File: src/rtl/spike_enc_pkg.sv
// Shared definitions for the Poisson spike encoder: FSM states and default sizes.
package spike_enc_pkg;

  localparam int NUM_CH = 8;
  localparam int RATE_W = 13;

  typedef enum logic [1:0] {
    IDLE = 2'd0,
    SCAN = 2'd1,
    EMIT = 2'd2,
    DONE = 2'd3
  } enc_state_t;

endpackage

File: src/rtl/spike_rate_regfile.sv
// Per-channel firing-rate registers. Writes land on the clock edge and the
// read port is combinational, so a compare in the same cycle as a write to
// that channel still sees the old rate.
module spike_rate_regfile #(
  parameter int NUM_CH = spike_enc_pkg::NUM_CH,
  parameter int RATE_W = spike_enc_pkg::RATE_W,
  parameter int CH_W   = $clog2(NUM_CH)
) (
  input  logic              clock,
  input  logic              reset,
  input  logic              we,
  input  logic [CH_W-1:0]   waddr,
  input  logic [RATE_W-1:0] wdata,
  input  logic [CH_W-1:0]   raddr,
  output logic [RATE_W-1:0] rdata
);

  logic [RATE_W-1:0] rate_q [NUM_CH];

  // Rate storage: cleared on reset, otherwise one write per cycle.
  always_ff @(posedge clock) begin
    if (reset) begin
      for (int i = 0; i < NUM_CH; i++) begin
        rate_q[i] <= '0;
      end
    end else if (we) begin
      rate_q[waddr] <= wdata;
    end
  end

  assign rdata = rate_q[raddr];

endmodule

File: src/rtl/poisson_spike_encoder.sv
// Rate-coded input stage: once per time step every channel's rate is compared
// against the incoming random word and each firing channel emits one event
// over a valid/ready interface.
// Optional feature macro: SPIKE_CNT_EN adds a saturating per-step spike count
// output spike_cnt.
module poisson_spike_encoder
  import spike_enc_pkg::*;
#(
  parameter int NUM_CH = spike_enc_pkg::NUM_CH,
  parameter int RATE_W = spike_enc_pkg::RATE_W,
  parameter int CH_W   = $clog2(NUM_CH)
) (
  input  logic              clock,
  input  logic              reset,
  input  logic [RATE_W-1:0] rnd,
  input  logic              rate_we,
  input  logic [CH_W-1:0]   rate_addr,
  input  logic [RATE_W-1:0] rate_wdata,
  input  logic              step_start,
  output logic              busy,
  output logic              step_done,
  output logic              spike_valid,
  output logic [CH_W-1:0]   spike_ch,
  input  logic              spike_ready
`ifdef SPIKE_CNT_EN
  ,
  output logic [15:0]       spike_cnt
`endif
);

  localparam logic [CH_W-1:0] LAST_CH = CH_W'(NUM_CH - 1);

  enc_state_t        state, state_next;
  logic [CH_W-1:0]   ch, ch_next;
  logic [CH_W-1:0]   spike_ch_q, spike_ch_next;
  logic [RATE_W-1:0] rate_rd;
  logic              hit;
  logic              last_ch;

  spike_rate_regfile #(
    .NUM_CH (NUM_CH),
    .RATE_W (RATE_W),
    .CH_W   (CH_W)
  ) u_regfile (
    .clock (clock),
    .reset (reset),
    .we    (rate_we),
    .waddr (rate_addr),
    .wdata (rate_wdata),
    .raddr (ch),
    .rdata (rate_rd)
  );

  assign hit     = (rnd < rate_rd);
  assign last_ch = (ch == LAST_CH);

  // State, channel pointer and latched event channel.
  always_ff @(posedge clock) begin
    if (reset) begin
      state      <= IDLE;
      ch         <= '0;
      spike_ch_q <= '0;
    end else begin
      state      <= state_next;
      ch         <= ch_next;
      spike_ch_q <= spike_ch_next;
    end
  end

  // Next-state logic: walk the channels, pausing in EMIT until each event is taken.
  always_comb begin
    state_next    = state;
    ch_next       = ch;
    spike_ch_next = spike_ch_q;
    case (state)
      IDLE: begin
        if (step_start) begin
          state_next = SCAN;
          ch_next    = '0;
        end
      end
      SCAN: begin
        if (hit) begin
          spike_ch_next = ch;
          state_next    = EMIT;
        end else if (last_ch) begin
          state_next = DONE;
        end else begin
          ch_next = ch + 1'b1;
        end
      end
      EMIT: begin
        if (spike_ready) begin
          if (last_ch) begin
            state_next = DONE;
          end else begin
            ch_next    = ch + 1'b1;
            state_next = SCAN;
          end
        end
      end
      DONE: begin
        state_next = IDLE;
      end
      default: begin
        state_next = IDLE;
      end
    endcase
  end

  assign busy        = (state != IDLE);
  assign step_done   = (state == DONE);
  assign spike_valid = (state == EMIT);
  assign spike_ch    = spike_ch_q;

`ifdef SPIKE_CNT_EN
  logic [15:0] cnt_q;

  // Count handshakes within a step and publish the total when the step ends.
  always_ff @(posedge clock) begin
    if (reset) begin
      cnt_q     <= '0;
      spike_cnt <= '0;
    end else begin
      if (state == IDLE && step_start) begin
        cnt_q <= '0;
      end else if (state == EMIT && spike_ready && cnt_q != 16'hFFFF) begin
        cnt_q <= cnt_q + 16'd1;
      end
      if (state == DONE) begin
        spike_cnt <= cnt_q;
      end
    end
  end
`endif

endmodule

File: config.mk
export PLATFORM = sky130hd
export DESIGN_NAME = poisson_spike_encoder
export DESIGN_NICKNAME = d
export VERILOG_FILES = /design/src/rtl/spike_enc_pkg.sv /design/src/rtl/spike_rate_regfile.sv /design/src/rtl/poisson_spike_encoder.sv
export SDC_FILE = /design/constraint.sdc
export NUM_CORES = 1
export LEC_CHECK = 0
export ABC_AREA = 1
export BUFFER_PORTS_ARGS = -buffer_cell sky130_fd_sc_hd__buf_2
export CORE_UTILIZATION = 54
export DETAILED_ROUTE_END_ITERATION = 7
export PLACE_DENSITY = 0.76
export SLEW_MARGIN = 30
export SYNTH_ARGS = -nofsm -noshare
export SYNTH_HDL_FRONTEND = slang
export SYNTH_SLANG_ARGS = --single-unit
File: constraint.sdc
create_clock -name clock -period 2.4 [get_ports clock]
set_input_delay 0.48 -clock clock [delete_from_list [all_inputs] [get_ports clock]]
set_output_delay 0.48 -clock clock [all_outputs]
set_load 0.01 [all_outputs]
# After elaboration in Yosys (flattened, before gate mapping)
# Memory sizes are Yosys's and may differ from the RTL's. A register that Yosys moved wholly into a read port is not among the register bits.
# Cells that the tools add are included.
totals:
  latchBits: 0
  mem_bits_rw: 104
  out_inout_bits: 6
  in_bits: 34
  wordCells: 42
  rom_bits: 0
  reg_bits: 8
  mem_count: 1
memory_table:
  columns: ["name", "depth", "word_bits", "rd", "rd_ports_with_merged_regs", "wr", "line_no", "rtl"]
  rows:
  - ["u_regfile.rate_q", 8, 13, 1, 1, 8, "spike_rate_regfile.sv:18", "logic [RATE_W-1:0] rate_q [NUM_CH];"]
classes:
  add_sub_neg: 1
  n_mul: 0
  n_reduce_logical: 7
  n_eq_ne: 8
  div_mod_pow: 0
  muxes: 21
  shift: 0
  order_cmp: 1
  bitwise: 0
op_table:
  columns: ["cell", "count"]
  rows:
  - ["2-to-1 mux 3 bit", 7]
  - ["less-than comparator 13 bit", 1]
  - ["2-to-1 mux 13 bit", 1]
  - ["OR reduction 13 bit", 1]
  - ["2-to-1 mux 2 bit", 5]
  - ["case mux 3 bit (3 select lines)", 1]
  - ["case mux 2 bit (4 select lines)", 1]
  - ["2-to-1 mux 1 bit", 6]
  - ["== test 2 bit (second input constant)", 2]
  - ["inequality test 2 bit (second input constant)", 2]
  - ["AND reduction 4 bit", 1]
  - ["adder 3 x 1 -> 3 bit (second input constant)", 1]
  - ["== test 3 bit (second input constant)", 1]
  - ["inequality test 3 bit (second input constant)", 1]
  - ["AND reduction 3 bit", 1]
  - ["nonzero test 3 bit", 1]
  - ["== test 2 x 1 -> 1 bit (second input constant)", 1]
  - ["logical NOT 2 bit", 1]
  - ["inequality test 2 x 1 -> 1 bit (second input constant)", 1]
  - ["AND reduction 2 bit", 1]
  - ["nonzero test 2 bit", 1]

# Logic depth before layout (Yosys ltp)
depth:
  word_depth: 6
  mapped_depth: 18
  mapped_depth_nobuf: 15

# By module
# Synthesis repeated with hierarchy kept, for this count alone.
hier_totals:
  cells_unflattened: 726
  area_unflattened_um2: 6037.0
by_module_without_submodules:
  columns: ["mod", "area_per_inst_um2", "cells_each", "seq_area_each_um2", "n_inst"]
  rows:
  - ["spike_rate_regfile", 5220.0, 603, 3123.0, 1]
  - ["poisson_spike_encoder", 817.0, 123, 160.2, 1]

# Worst setup path after synthesis
# Ideal clock, no wire load.
synth_path:
  path_kind: "register to register"
  startpoint: "register (tool-made name)"
  endpoint: "register (tool-made name)"
  path_stages_with_launch: 16
  setup_slack_ns: -0.116
  setup_time_ns: 0.118
  arrival_time_ns: 2.398
  n_path_buf: 2
  period_less_slack_ns: 2.516
  t_required_ns: 2.282
  cell_sequence: "dfxtp_1 clkbuf_1 clkbuf_1 o21ai_0 o32ai_1 o21ai_0 ha_1 nand2_1 inv_1 nand3_1 inv_1 a21oi_1 nand3_4 nand2_2 o21ai_1 and2_1"

==> flow_metrics.tcl <==
set metrics [dict create \
    status "complete, but fails checks" \
    violations "setup timing" \
    startpoint_type "flop" \
    pin_count 40 \
    fin_crit_sh_pct 104 \
    worst_pin_slew_ns 0.356 \
    clock_path_buffers 2 \
    hold_ws_ns 0.223 \
    critPathArrivalTime_ns 2.96 \
    std_cell_rows 36 \
    hold_buffers 0 \
    clk_latency_ns 0.53 \
    clockPowerShare_pct 33.9 \
    synthFlopType "edfxtp_1" \
    drv_cap 0 \
    setup_viol 11 \
    clock_sinks 115 \
    layout_common_cells "162 x nor2_1, 104 x edfxtp_1, 45 x nand2_1" \
    dieArea_um2 10400 \
    fin_ws_ns -0.0847 \
    grt_pass1_vias 4145 \
    post-place-ws_ns -0.185 \
    routabilityCongestion 0.853 \
    antenna_found_initial 0 \
    ys_warn_count 0 \
    core-area_um2 9730 \
    period_needed_ns 2.48 \
    fmax_mhz 402 \
    drive_gt1_share_pct 23.0 \
    grt_max_degree 27 \
    min_from "reset" \
    ant_nets 0 \
    hold_depth 2 \
    ir_drop_uv 544 \
    ys_seq_elements 115 \
    cts_tree "built" \
    routedWlPerCell_um 18.5 \
    diodes 0 \
    worstPathRequired_ns 2.87 \
    syn-num-nets 575 \
    cts_buffers 17 \
    intPower_mw 4.40 \
    synth_area_um2 5380 \
    grt_pass1_wl_mm 20.7 \
    p_leak_nw 2.66 \
    skew_ns 0.00689 \
    switchingPower_mw 2.10 \
    synth-seq-area-share_pct 62.1 \
    grt_usage_pct 28.0 \
    hpwlAfterDp_mm 8.84 \
    synth-edff-count 104 \
    num_vias 4220 \
    vias_per_cell 5.72 \
    total_power_mw 6.50 \
    async_flop_share_pct 0 \
    cts_htree_levels 4 \
    numPortBuffers 39 \
    die_w_um 102 \
    mostFrequentLayoutCell "nor2_1" \
    dieHeight_um 102 \
    clk_pin_slew_ns 0.06 \
    cp_max_fo 10 \
    hold_violations 0 \
    yosysUniqueCellTypes 29 \
    root_buffer "clkbuf_8" \
    cpMaxStageDelayCell "dfxtp_4" \
    finalMaxSlewViolations 0 \
    nets 644 \
    drt_drc_violations_left 0 \
    grt_overflow_total 0 \
    synth.avg_cell_area_um2 10.3 \
    critPathKind "reg2reg" \
    cp_cell_sequence "inv_4 -> buf_6 -> nor2_1 -> o32ai_2 -> o21ai_1 -> ha_1 -> a21oi_1 -> nor2_1 -> a211oi_2 -> nand2_1 -> nand2_2 -> nand3_4 -> nand2_4 -> nand2_2 -> o21ai_2 -> and2_4" \
    initialDrtViolationCount 345 \
    power_frac_seq_pct 37.8 \
    combinationalPowerShare_pct 28.3 \
    ff2ff_setup_slack_ns -0.08 \
    holdCritPathClass "in2reg" \
    rsz0062_at_grt "true" \
    start_util_pct 55.3 \
    area_growth_pct 23.8 \
    crit_path_end_kind "flop" \
    relSlewSlack_pct 76.2 \
    synthCells 523 \
    p_per_area_nw_per_um2 976 \
    drt-pass1-iter-count 5 \
    p_sw_share_pct 32.3 \
    worst_r2r_path_depth 16 \
    drt-total-wl_mm 13.6 \
    cp_slowest_stage_delay_ns 0.41 \
]
metal layers:
layer / GRT usage (%) / share of wire [%]
met5: 0 / 0
met4: 13.6 / 2.9
met3: 7.18 / 8.7
met2: 46.4 / 50
met1: 34.5 / 38
metrics by stage:
stage / cell area (µm²) / cells / TNS, ns / util [%]
after floorplan: 5400 / 523 / 0 / -
after global placement: 5950 / 701 / -1.24 / 61.2
after detailed placement: 5950 / 701 / -1.72 / 61.2
after CTS: 6610 / 737 / -0.142 / 67.9
after global routing: 6670 / 738 / -2.18 / 68.5
final: 6670 / 738 / -0.711 / 68.5
state kept, by name, indices dropped and copies added, names as in the netlist, named ones only:
signal	cells
spike_ch	3
state	2
u_regfile.rate_q	104
ch	3
timing repair:
item / CTS / global route
setup buffers: 3 / 1
resized for setup: 28 / 18
setup endpoints to repair: 11 / 11
cloned: 1 / 1
pin swaps: 2 / 2
final cells by class:
class	count	area, µm²
flip-flops and latches	115	3350
fillers	700	3060
multi-input cells	345	1880
repair buffers	77	607
clock buffers	17	414
well taps	133	166
inverters	36	138
clock inverters	15	111
power by group through the flow:
stage	sequential (mW)	combinational, mW	clock [mW]
floorplan	2.43	1.07	0
global placement	2.46	1.50	0
detailed placement	2.47	1.55	0
CTS	2.45	1.74	2.21
global route	2.47	2.01	2.30
finish	2.46	1.84	2.21
kinds of logic after synthesis:
family / Yosys count / share of synthesized area (%)
multiplexers: 12 / 2.23
adder cells (fa/ha/maj): 18 / 4.18
XOR/XNOR: 1 / 0.163
buffers and inverters: 63 / 4.74
AO/OA/AOI/OAI: 83 / 9.50
AND/OR/NAND/NOR: 231 / 17.1
flip-flops: 115 / 62.1
worst max-delay path: cells and delay by family, from the launching register on:
kind	cells	cell delay, ns
buf+inv	2	0.23
compound gates	5	0.73
simple gates	8	0.78
fa+ha+maj	1	0.29
flops	1	0.41
cell usage after synthesis, types with 2 or more instances:
cell type,count,area (µm²)
a21oi_1,13,65.1
buf_2,3,15.0
buf_6,2,22.5
clkbuf_1,21,78.8
dfxtp_1,11,220
edfxtp_1,104,3120
ha_1,18,225
inv_1,34,128
inv_2,2,7.51
mux2i_1,12,120
nand2_1,47,176
nand2_2,3,18.8
nand3_1,8,40.0
nand3b_1,2,15.0
nor2_1,165,619
nor3_1,2,10.0
o21ai_0,42,210
o221ai_1,12,105
o32ai_1,12,105
worst max path at each step:
stage,slack (ns),end
2_1_floorplan,0.002,flop
3_3_place_gp,-0.16,ch[2]$_SDFFE_PP0N_
3_5_place_dp,-0.19,ch[2]$_SDFFE_PP0N_
4_1_cts,-0.04,flop
5_1_grt,-0.22,flop
6_report,-0.08,flop
No activity file was read; power rests on OpenSTA's default activity.
